===== src/rtl/hazard_pkg.sv =====
// Shared encodings for the pipeline hazard controller: forwarding-mux selects
// and the multi-cycle execute FSM state type.
package hazard_pkg;

    localparam logic [1:0] FWD_RF = 2'b00;
    localparam logic [1:0] FWD_W  = 2'b01;
    localparam logic [1:0] FWD_M  = 2'b10;

    typedef enum logic {
        IDLE = 1'b0,
        BUSY = 1'b1
    } mc_state_t;

endpackage


===== src/rtl/mc_stall_fsm.sv =====
// Multi-cycle execute sequencer: holds E for MC_LAT-1 cycles after a start pulse.
// done marks the last BUSY cycle, on which the result leaves E.
module mc_stall_fsm
    import hazard_pkg::*;
#(
    parameter int MC_LAT = 4
) (
    input  logic clk,
    input  logic rst,
    input  logic start,
    output logic busy,
    output logic done
);

    localparam int CW = (MC_LAT > 2) ? $clog2(MC_LAT) : 1;

    mc_state_t     state_reg, state_next;
    logic [CW-1:0] cnt_reg, cnt_next;

    always_ff @(posedge clk) begin
        if (!rst) begin
            state_reg <= IDLE;
            cnt_reg   <= '0;
        end else begin
            state_reg <= state_next;
            cnt_reg   <= cnt_next;
        end
    end

    always_comb begin
        state_next = state_reg;
        cnt_next   = cnt_reg;
        case (state_reg)
            IDLE: begin
                if (start) begin
                    state_next = BUSY;
                    cnt_next   = CW'(MC_LAT - 2);
                end
            end
            BUSY: begin
                if (cnt_reg == '0) begin
                    state_next = IDLE;
                end else begin
                    cnt_next = cnt_reg - 1'b1;
                end
            end
            default: state_next = IDLE;
        endcase
    end

    assign busy = (state_reg == BUSY);
    assign done = busy && (cnt_reg == '0);

endmodule


===== src/rtl/hazard_ctrl_unit.sv =====
// Hazard/interlock controller for the 5-stage pipeline: E-stage forwarding selects,
// load-use / RAW stalls, branch flushes and multi-cycle execute stall sequencing.
module hazard_ctrl_unit
    import hazard_pkg::*;
#(
    parameter int REG_AW = 5,
    parameter int MC_LAT = 4,
    parameter int FWD_EN = 1
) (
    input  logic              clk,
    input  logic              rst,
    input  logic [REG_AW-1:0] Rs1D,
    input  logic [REG_AW-1:0] Rs2D,
    input  logic [REG_AW-1:0] Rs1E,
    input  logic [REG_AW-1:0] Rs2E,
    input  logic [REG_AW-1:0] RdE,
    input  logic              RegWriteEnE,
    input  logic              MemReadEnE,
    input  logic              McStartE,
    input  logic [REG_AW-1:0] RdM,
    input  logic [REG_AW-1:0] RdW,
    input  logic              RegWriteEnM,
    input  logic              RegWriteEnW,
    input  logic              PCSrcE,
    output logic              StallF,
    output logic              StallD,
    output logic              StallE,
    output logic              FlushD,
    output logic              FlushE,
    output logic              FlushM,
    output logic [1:0]        ForwardAE,
    output logic [1:0]        ForwardBE,
    output logic              McBusy
);

    logic active_reg;
    logic active;
    logic mc_busy;
    logic mc_done;
    logic lu;
    logic raw;
    logic hazard_d;

    // Outputs stay quiet while rst is low and for one cycle after release.
    always_ff @(posedge clk) begin
        if (!rst) begin
            active_reg <= 1'b0;
        end else begin
            active_reg <= 1'b1;
        end
    end

    assign active = rst && active_reg;

    mc_stall_fsm #(
        .MC_LAT(MC_LAT)
    ) u_mc_fsm (
        .clk  (clk),
        .rst  (rst),
        .start(active && McStartE),
        .busy (mc_busy),
        .done (mc_done)
    );

    generate
        for (genvar gi = 0; gi < 2; gi++) begin : g_opnd
            logic [REG_AW-1:0] rs_e;
            logic [REG_AW-1:0] rs_d;
            logic [1:0]        sel;
            logic              lu_hit;
            logic              raw_hit;

            assign rs_e = (gi == 0) ? Rs1E : Rs2E;
            assign rs_d = (gi == 0) ? Rs1D : Rs2D;

            // M holds the younger write, so it wins over W.
            always_comb begin
                sel = FWD_RF;
                if (RegWriteEnM && (RdM != '0) && (RdM == rs_e)) begin
                    sel = FWD_M;
                end else if (RegWriteEnW && (RdW != '0) && (RdW == rs_e)) begin
                    sel = FWD_W;
                end
            end

            assign lu_hit  = MemReadEnE && (RdE != '0) && (RdE == rs_d);
            assign raw_hit = (RegWriteEnE && (RdE != '0) && (RdE == rs_d))
                          || (RegWriteEnM && (RdM != '0) && (RdM == rs_d))
                          || (RegWriteEnW && (RdW != '0) && (RdW == rs_d));
        end
    endgenerate

    assign lu       = g_opnd[0].lu_hit  || g_opnd[1].lu_hit;
    assign raw      = g_opnd[0].raw_hit || g_opnd[1].raw_hit;
    assign hazard_d = (FWD_EN != 0) ? lu : raw;

    always_comb begin
        StallF    = 1'b0;
        StallD    = 1'b0;
        StallE    = 1'b0;
        FlushD    = 1'b0;
        FlushE    = 1'b0;
        FlushM    = 1'b0;
        McBusy    = 1'b0;
        ForwardAE = FWD_RF;
        ForwardBE = FWD_RF;
        if (active) begin
            if (FWD_EN != 0) begin
                ForwardAE = g_opnd[0].sel;
                ForwardBE = g_opnd[1].sel;
            end
            // A taken branch makes the stalled D instruction wrong-path, so flush beats stall.
            if (mc_busy) begin
                StallF = 1'b1;
                StallD = 1'b1;
                StallE = 1'b1;
                FlushM = 1'b1;
                McBusy = 1'b1;
            end else if (PCSrcE) begin
                FlushD = 1'b1;
                FlushE = 1'b1;
            end else if (hazard_d) begin
                StallF = 1'b1;
                StallD = 1'b1;
                FlushE = 1'b1;
            end
        end
    end

    a_one_e_instr : assert property (@(posedge clk) disable iff (!rst) !(McStartE && PCSrcE));
    a_done_leaves : assert property (@(posedge clk) disable iff (!rst) mc_done |=> !mc_busy);

endmodule


===== config.mk =====
export PLATFORM = sky130hd
export DESIGN_NAME = hazard_ctrl_unit
export DESIGN_NICKNAME = d
export VERILOG_FILES = /design/src/rtl/hazard_pkg.sv /design/src/rtl/mc_stall_fsm.sv /design/src/rtl/hazard_ctrl_unit.sv
export SDC_FILE = /design/constraint.sdc
export NUM_CORES = 1
export LEC_CHECK = 0
export BUFFER_PORTS_ARGS = -buffer_cell sky130_fd_sc_hd__buf_2
export CORE_UTILIZATION = 30
export CTS_CLUSTER_SIZE = 28
export DETAILED_ROUTE_END_ITERATION = 16
export HOLD_SLACK_MARGIN = 0.05
export PLACE_DENSITY = 0.65
export RECOVER_POWER = 50
export SLEW_MARGIN = 10
export SYNTH_ARGS = -nofsm -noshare
export SYNTH_HDL_FRONTEND = slang
export SYNTH_HIERARCHICAL = 1
export SYNTH_SLANG_ARGS = --single-unit

===== constraint.sdc =====
create_clock -name clk -period 1.2 [get_ports clk]
set_input_delay 0 -clock clk [delete_from_list [all_inputs] [get_ports clk]]
set_output_delay 0 -clock clk [all_outputs]
set_load 0.02 [all_outputs]

# Yosys cells after proc, flatten, opt, wreduce, memory -nomap -nowiden

Index checks and enable logic that the tools add are counted.

Flip-flop bits (word level): 4
Bits of input ports: 43
Output and inout bits: 11
Word-level logic and storage cells: 55

$add $sub $neg: 1
Eq/ne operators: 8
Muxes and demuxes: 25
Bitwise logic cells: 1
Reduce and logical (&&, ||, !) cells: 17

Operators by type and width:

| cell                                                  | count |
|---|---|
| equality test 5 bit                                   | 6 |
| two-way mux 1 bit                                     | 17 |
| nonzero test 5 bit                                    | 3 |
| two-way mux 2 bit                                     | 6 |
| logical AND 1 bit                                     | 11 |
| case mux 2 bit (2 select lines)                       | 1 |
| logical NOT 2 bit                                     | 1 |
| inequality test 2 x 1 -> 1 bit, second input constant | 1 |
| inequality test 2 bit, second input constant          | 1 |
| case mux 1 bit (2 select lines)                       | 1 |
| AND reduction 2 bit                                   | 1 |
| subtractor 2 x 1 -> 2 bit, second input constant      | 1 |
| logical OR 1 bit                                      | 1 |
| inverter 1 bit                                        | 1 |

# Logic depth before layout (Yosys ltp)

Gate-level depths: netlist of run 1.

Depth after elaboration: 8
Gate-level depth with buffers: 5
Gate-level depth less buffers: 5

# Cells and area by module

Netlist of run 1, hierarchy kept.

Modules (own cells, without submodules):

| module           | times used | cells each | area each (sq um) | sequential area each (sq um) |
|---|---|---|---|---|
| hazard_ctrl_unit | 1          | 66         | 503.0             | 20.0 |
| mc_stall_fsm     | 1          | 16         | 137.6             | 60.1 |

# Worst setup path before layout of run 1

OpenSTA, ideal clock, no wires.

Kind: flip-flop to output port
Start point: register active_reg
End point: output StallF
Data arrival time: 1.628 ns
Data required time: 1.200 ns
Setup slack: -0.428 ns
Stages on the path, launching flop included: 4
Buffers on the path: 1
Cell sequence: dfxtp_1 > nand2_1 > o41ai_1 > buf_4

Longest elaborated chain between the ends: 2

RTL lines:

| item                   | RTL line               | text |
|---|---|---|
| from (decl)            | hazard_ctrl_unit.sv:36 | `logic active_reg;` |
| from (signal assigned) | hazard_ctrl_unit.sv:47 | `active_reg <= 1'b0;` |
| from (signal assigned) | hazard_ctrl_unit.sv:49 | `active_reg <= 1'b1;` |
| logical AND 1 bit      | hazard_ctrl_unit.sv:53 | `assign active = rst && active_reg;` |
| two-way mux 1 bit      | -                      |  |
| to (decl)              | hazard_ctrl_unit.sv:25 | `output logic StallF,` |

No other way between the ends.

# Final worst setup path of run 1

Start point: register active_reg
End point: output ForwardBE[0]

Longest elaborated chain between the ends: 2

RTL lines:

| item              | RTL line                | text |
|---|---|---|
| logical AND 1 bit | hazard_ctrl_unit.sv:53  |  |
| two-way mux 2 bit | hazard_ctrl_unit.sv:107 | `if (active) begin` |
| to (decl)         | hazard_ctrl_unit.sv:32  | `output logic [1:0] ForwardBE,` |

No other way between the ends.

==> results.txt, run 1 <==
----------------------------------------------------
[Worst setup path]
  Highest cell delay on the worst timing path ... 0.46 ns
  Endpoint kind of the worst setup timing path ... primary output
  Data required, critical path ... 1.20 ns
  Max FO, Critical Path ... 2
  Crit path max-delay cell type ... or4_4
  Arrival time of the worst setup path ... 1.54 ns
  Startpoint of the worst register-to-register path ... u_mc_fsm/cnt_reg[0]
  Critical path depth in cells ... 4
  Cells on worst reg2reg path ... 5
  Type of the worst setup path ... reg -> out
  Launching element type of the critical path ... register
  Critical path's top delay family ... simple AND/OR/NAND/NOR gates
  Count of buffering cells on the critical path with inverters included ... 1
  Launching instance or port of the critical path ... active_reg
  Cell-by-cell trace of the critical path ... o2111ai_4 -> or4_4 -> nor4_4 -> buf_4

[Die]
  Initial Utilization ... 0.323
  Chip height ... 48.2 um
  Placeable Area ... 1980 um^2
  Io pins ... 54
  Die ar. ... 2320 um^2
  Row count ... 16
  Die Span X ... 48.2 um

[Clocking]
  CTS HTree Levels ... 1
  Maximum buffer depth of the clock tree ... 2
  Clock latency reported for the late side of the worst-skew pair ... 0.24 ns
  Clock slew at the register clock pins of the worst setup and hold paths ... 0.04 ns
  Number of hold buffers added after cts ... 0
  Cell at the root of the clock tree ... clkbuf_4
  Number of buffers inserted during clock tree synthesis ... 3
  TritonCTS Sinks ... 4
  TritonCTS clock tree ... built

[STA]
  Worst clock skew ... 0.00114 ns
  Slew at the pin with the worst max-slew slack ... 0.489 ns
  Unrepaired setup endpoints after global routing ... yes
  Worst rel slew slack ... 0.674
  Fin crit share ... 1.28
  Timing-limited maximum frequency ... 649 MHz
  Setup TNS Final ... -0.815 ns
  Period minus WS final ... 1.54 ns
  Final hold violation count ... 0
  Final worst-path setup slack ... -0.341 ns
  Final setup violation count ... 6
  Final slew viol count ... 0

[Layout]
  Leading cell type in the layout, fill and taps excluded ... buf_2
  Area Growth Syn to Fin ... 83.6%
  Top library cells by usage in the layout, fill and taps aside ... 46 x buf_2, 20 x xor2_1, 15 x buf_4, 10 x xnor2_1
  Final Instance Count excl. Fillers ... 173
  Fill count ... 189
  Area of combinational cells with multiple inputs ... 651 um^2
  Diode count ... 0
  Flip-flop count of the largest register after layout ... 2
  Number of nets at the end of the flow ... 192
  Area used by sequential logic in the layout ... 81.3 um^2
  Proportion of layout cells with a drive suffix above 1 ... 0.562

[Power and ir drop]
  Power Density ... 560 nW/um^2
  Highest ir drop seen on vdd ... 0.360 mV
  Leakage dissipation ... 0.579 nW
  Total power ... 0.659 mW

[Place]
  Number of cells after detailed placement ... 170
  Port bufs ... 52
  HPWL after DPL ... 1620 um
  Weighted congestion at the end of routability-driven global placement ... 0.743

[Routing]
  DRT antenna net count ... 0
  Final wirelength ... 1900 um
  Routed via count ... 817
  Initial drt markers ... 4
  DRC violations left ... 0
  Drt wl/cell ... 11.0 um
  Vias/cell ... 4.72
  Detailed-routing iteration count for the pre-antenna-repair pass ... 2

[Logic synthesis]
  Synth top area cells ... xor2_1 27%, xnor2_1 14%, dfxtp_1 13%, or4_1 5.9%, nor4_2 3.9%
  Cell type with the highest aggregate area in the netlist ... xor2_1
  Post-synthesis cell type count ... 23
  Post-synthesis average cell area ... 7.81 um^2
  Number of nets produced by synthesis ... 126
  Yosys reg bits ... 4
  Post-synthesis sequential area ratio ... 0.125
  Area share of the largest cell type after synthesis ... 0.273
  Total number of yosys warnings ... 6
  Cell area after technology mapping ... 641 um^2
  Post-Synthesis Cells ... 82

[GRT]
  Number of global-route vias before repair ... 712
  Pin count of the biggest net entering global routing ... 9
  Remaining Overflow, GRT ... 0
  Global-route usage over all layers ... 0.160
  Initial antenna violation count ... 0
  Global-route wire length before repair ... 2550 um

[Hold path]
  Worst Min Path Start ... rst
  Type of the most critical hold path ... in -> reg
  Hold Path Stages ... 2

[Outcome]
  Violated checks ... negative setup slack
  Status ... complete, but fails checks

[Run]
  Max-Cap Viols ... 0

----------------------------------------------------
==> repair_timing <==
item / 4_1_cts / 5_1_grt
setup buffers: 1 / 0
pin swaps: 6 / 3
resized for setup: 15 / 7
setup endpoints to repair: 8 / 14
==> logic make-up (layout without fill, tap and decap cells) <==
group | after synthesis | count (layout) | share of synthesized area
compound gates | 8 | 8 | 0.0977
xor+xnor | 30 | 30 | 0.410
fa+ha+maj | 1 | 1 | 0.0195
buf+inv | 8 | 72 | 0.0645
flops | 4 | 4 | 0.125
simple gates | 31 | 31 | 0.283
==> worst reg2reg max path, cell delays in order, from the launching register on <==
cell and delay, ns:
dfxtp_1 0.32, inv_1 0.06, ha_1 0.20, and2_4 0.15, nor2_1 0.17, o21ai_0 0.10
==> power breakdown <==
group          total [mW]  leakage [nW]  internal, mW  switching (mW)
clock               0.172        0.0138         0.112          0.0594
sequential          0.148        0.0329         0.141         0.00697
combinational       0.339         0.533         0.166           0.173
==> cell type report <==
class,instances,area share
well taps,27,0.0287
repair buffers,64,0.314
clock buffers,3,0.0191
flip-flops and latches,4,0.0691
inverters,5,0.0160
multi-input cells,70,0.553
==> metal layers <==
metal  vias to the layer above  wire length, um  GRT usage
met4                         0               18     0.0500
met1                       358              679      0.142
met2                        41             1070      0.344
li1                        416                -          -
met3                         2              131     0.0333
met5                         -                0          0
==> path summary, 6_finish.rpt <==
kind	endpoint	slack, ns
worst max register to register	u_mc_fsm/cnt_reg[0]	0.08
worst min-delay path	active_reg	0.25
worst max-delay path	ForwardBE[0]	-0.34
worst min register to register	u_mc_fsm/cnt_reg[0]	0.46
==> metrics by stage <==
stage / hold slack (ns) / instance area [um^2] / worst slack [ns] / util
after detailed placement: 0.262 / 1050 / -0.190 / 0.532
after global placement: 0.263 / 1050 / -0.144 / 0.532
after floorplan: 0.0277 / 693 / -0.0227 / -
after CTS: 0.0736 / 1150 / -0.356 / 0.579
after global routing: 0.259 / 1180 / -0.438 / 0.593
final: 0.247 / 1180 / -0.341 / 0.593
==> synth_stat cells (all sizes together) <==
cell,number
o2111ai,1
dfxtp,4
xor2,20
and2,2
xnor2,10
or4,5
nand2,5
a22oi,1
nor4,4
nand4,1
buf,3
nand3,4
o211a,1
o21ai,3
inv,5
and3,1
nor2,5
ha,1
o41ai,2
nor3,4
(Power assumes the default switching activity.)
==> inputs of run 2 (changes only) <==
Settings changed: ABC_AREA set to 1, CAP_MARGIN set to 10, PLACE_DENSITY 0.65 to not set.
==> results.txt, run 2 <==
----------------------------------------------------
[Routing]
  Final wirelength ... 1900 um
  DRC violations left ... 0
  Vias/cell ... 4.31
  Drt wl/cell ... 8.40 um
  Routed via count ... 974
  Detailed-routing iteration count for the pre-antenna-repair pass ... 4
  DRT antenna net count ... 0
  Initial drt markers ... 6

[Power and ir drop]
  Proportion of power drawn by the clock network ... 0.284
  Combinational fraction of design power ... 0.471
  Highest ir drop seen on vdd ... 0.396 mV
  Relative contribution of sequential cells to total power ... 0.245
  Cell-internal power ... 0.386 mW
  Leakage dissipation ... 0.685 nW
  Power Density ... 547 nW/um^2
  Switching power ... 0.207 mW
  Switching power share of the total ... 0.349

[Layout]
  Top library cells by usage in the layout, fill and taps aside ... 48 x buf_2, 40 x nand2_1, 26 x inv_1, 25 x nor2_1, 12 x xor2_1
  Area Growth Syn to Fin ... 43.3%
  Proportion of layout cells with a drive suffix above 1 ... 0.298
  Area used by sequential logic in the layout ... 81.3 um^2
  Diode count ... 0
  Area of combinational cells with multiple inputs ... 557 um^2
  Fill count ... 255
  Leading cell type in the layout, fill and taps excluded ... buf_2
  Number of nets at the end of the flow ... 244
  Flip-flop count of the largest register after layout ... 2
  Final Instance Count excl. Fillers ... 226

[Place]
  HPWL after DPL ... 1710 um
  Port bufs ... 52
  Weighted congestion at the end of routability-driven global placement ... 0.797
  Number of cells after detailed placement ... 220

[STA]
  Worst rel slew slack ... 0.832
  Worst hold slack ... 0.206 ns
  Fin crit share ... 0.980
  Timing-limited maximum frequency ... 850 MHz
  Unrepaired setup endpoints after global routing ... yes
  Final slew viol count ... 0
  Slew at the pin with the worst max-slew slack ... 0.249 ns
  Final hold violation count ... 0
  Final setup violation count ... 0
  Period minus WS final ... 1.18 ns
  Worst clock skew ... 0.00244 ns

[GRT]
  Remaining Overflow, GRT ... 0
  Global-route wire length before repair ... 3290 um
  Number of global-route vias before repair ... 890
  Pin count of the biggest net entering global routing ... 9
  Global-route usage over all layers ... 0.157
  Initial antenna violation count ... 0

[Clocking]
  CTS HTree Levels ... 1
  Clock slew at the register clock pins of the worst setup and hold paths ... 0.04 ns
  Maximum buffer depth of the clock tree ... 2
  Clock latency reported for the late side of the worst-skew pair ... 0.24 ns
  Number of buffers inserted during clock tree synthesis ... 3
  TritonCTS Sinks ... 4
  Cell at the root of the clock tree ... clkbuf_4
  TritonCTS clock tree ... built

[Worst setup path]
  Arrival time of the worst setup path ... 1.18 ns
  Type of the worst setup path ... reg -> out
  Cells on worst reg2reg path ... 6
  Launching element type of the critical path ... register
  Highest cell delay on the worst timing path ... 0.31 ns
  Data required, critical path ... 1.20 ns
  Startpoint of the worst register-to-register path ... active_reg
  Crit path max-delay cell type ... dfxtp_2
  Cell-by-cell trace of the critical path ... nand2_2 -> inv_2 -> o21ai_2 -> a21oi_1 -> nand3_1 -> nor2b_1 -> buf_4
  Max FO, Critical Path ... 3
  Endpoint kind of the worst setup timing path ... primary output
  Register-to-register setup slack ... 0.21 ns
  Critical path's top delay family ... flip-flops
  Worst flop-to-flop path endpoint ... u_mc_fsm/cnt_reg[0]
  Count of buffering cells on the critical path with inverters included ... 2

[Die]
  Row count ... 17
  Chip height ... 52.2 um
  Die ar. ... 2730 um^2
  Placeable Area ... 2300 um^2
  Initial Utilization ... 0.330
  Die Span X ... 52.2 um
  Io pins ... 54

[Hold path]
  Hold path endpoint ... u_mc_fsm/cnt_reg[1]
  Worst Min Path Start ... McStartE
  Type of the most critical hold path ... in -> reg
  Hold Path Stages ... 7

[Logic synthesis]
  Post-Synthesis Cells ... 143
  Cell area after technology mapping ... 757 um^2
  Post-synthesis average cell area ... 5.29 um^2
  Number of nets produced by synthesis ... 187
  Total number of yosys warnings ... 6

[Run]
  Max-Cap Viols ... 0

[Outcome]
  Status ... complete, no violations

----------------------------------------------------
## run 2: timing repair
| action | 4_1_cts | 5_1_grt |
|---|---|---|
| setup buffers | 2 | 0 |
| hold endpoints to repair | 4 | 0 |
| endpoints found under the setup margin | 2 | 2 |
| hold buffers | 1 | 0 |
| resized for setup | 4 | 2 |
| pin swaps | 2 | 2 |
## run 2: tightest hold or removal path: cells and delay by family
family / cells / cell delay (ns)
AND/OR/NAND/NOR: 5 / 0.26
buffers and inverters: 2 / 0.13
## run 2: routing by layer
layer,GRT usage,part of all wire,vias up
li1,-,-,531
met1,0.182,0.42,400
met2,0.295,0.49,43
met3,0.0493,0.098,0
met4,0,0,0
met5,0,0,-
## run 2: worst max path at each step
| stage | cells past startpoint | slack, ns | startpoint | to |
|---|---|---|---|---|
| final | 7 | 0.02 | active_reg | ForwardAE[0] |
| after global routing | 7 | -0.08 | active_reg | ForwardAE[0] |
| after CTS | 7 | -0.007 | active_reg | ForwardAE[0] |
| after detailed placement | 7 | 0.11 | active_reg | ForwardAE[0] |
| after global placement | 7 | 0.16 | active_reg | ForwardBE[0] |
| after floorplan | 6 | 0.17 | active_reg | ForwardAE[0] |
## run 2: layout make-up
| cell class | instances | area share |
|---|---|---|
| Multi-Input combinational cell | 109 | 0.513 |
| Tap cell | 28 | 0.0323 |
| Clock buffer | 3 | 0.0208 |
| Sequential cell | 4 | 0.0750 |
| Timing Repair Buffer | 55 | 0.265 |
| Inverter | 27 | 0.0934 |
## run 2: power by group through the flow
stage | clock (mW) | sequential, mW | combinational, mW
2_1_floorplan | 0 | 0.146 | 0.148
3_3_place_gp | 0 | 0.147 | 0.268
3_5_place_dp | 0 | 0.147 | 0.273
4_1_cts | 0.177 | 0.145 | 0.282
5_1_grt | 0.191 | 0.146 | 0.321
6_report | 0.169 | 0.145 | 0.280
## run 2: through the flow
step	worst slack, ns	total power [mW]	instance area (um^2)	utilization	setup TNS, ns
finish	0.0235	0.594	1080	0.472	0
global route	-0.0762	0.659	1080	0.472	-0.145
CTS	-0.00711	0.604	1080	0.471	-0.00711
detailed placement	0.106	0.420	1030	0.448	0
global placement	0.160	0.415	1030	0.448	0
floorplan	0.169	0.294	757	-	0
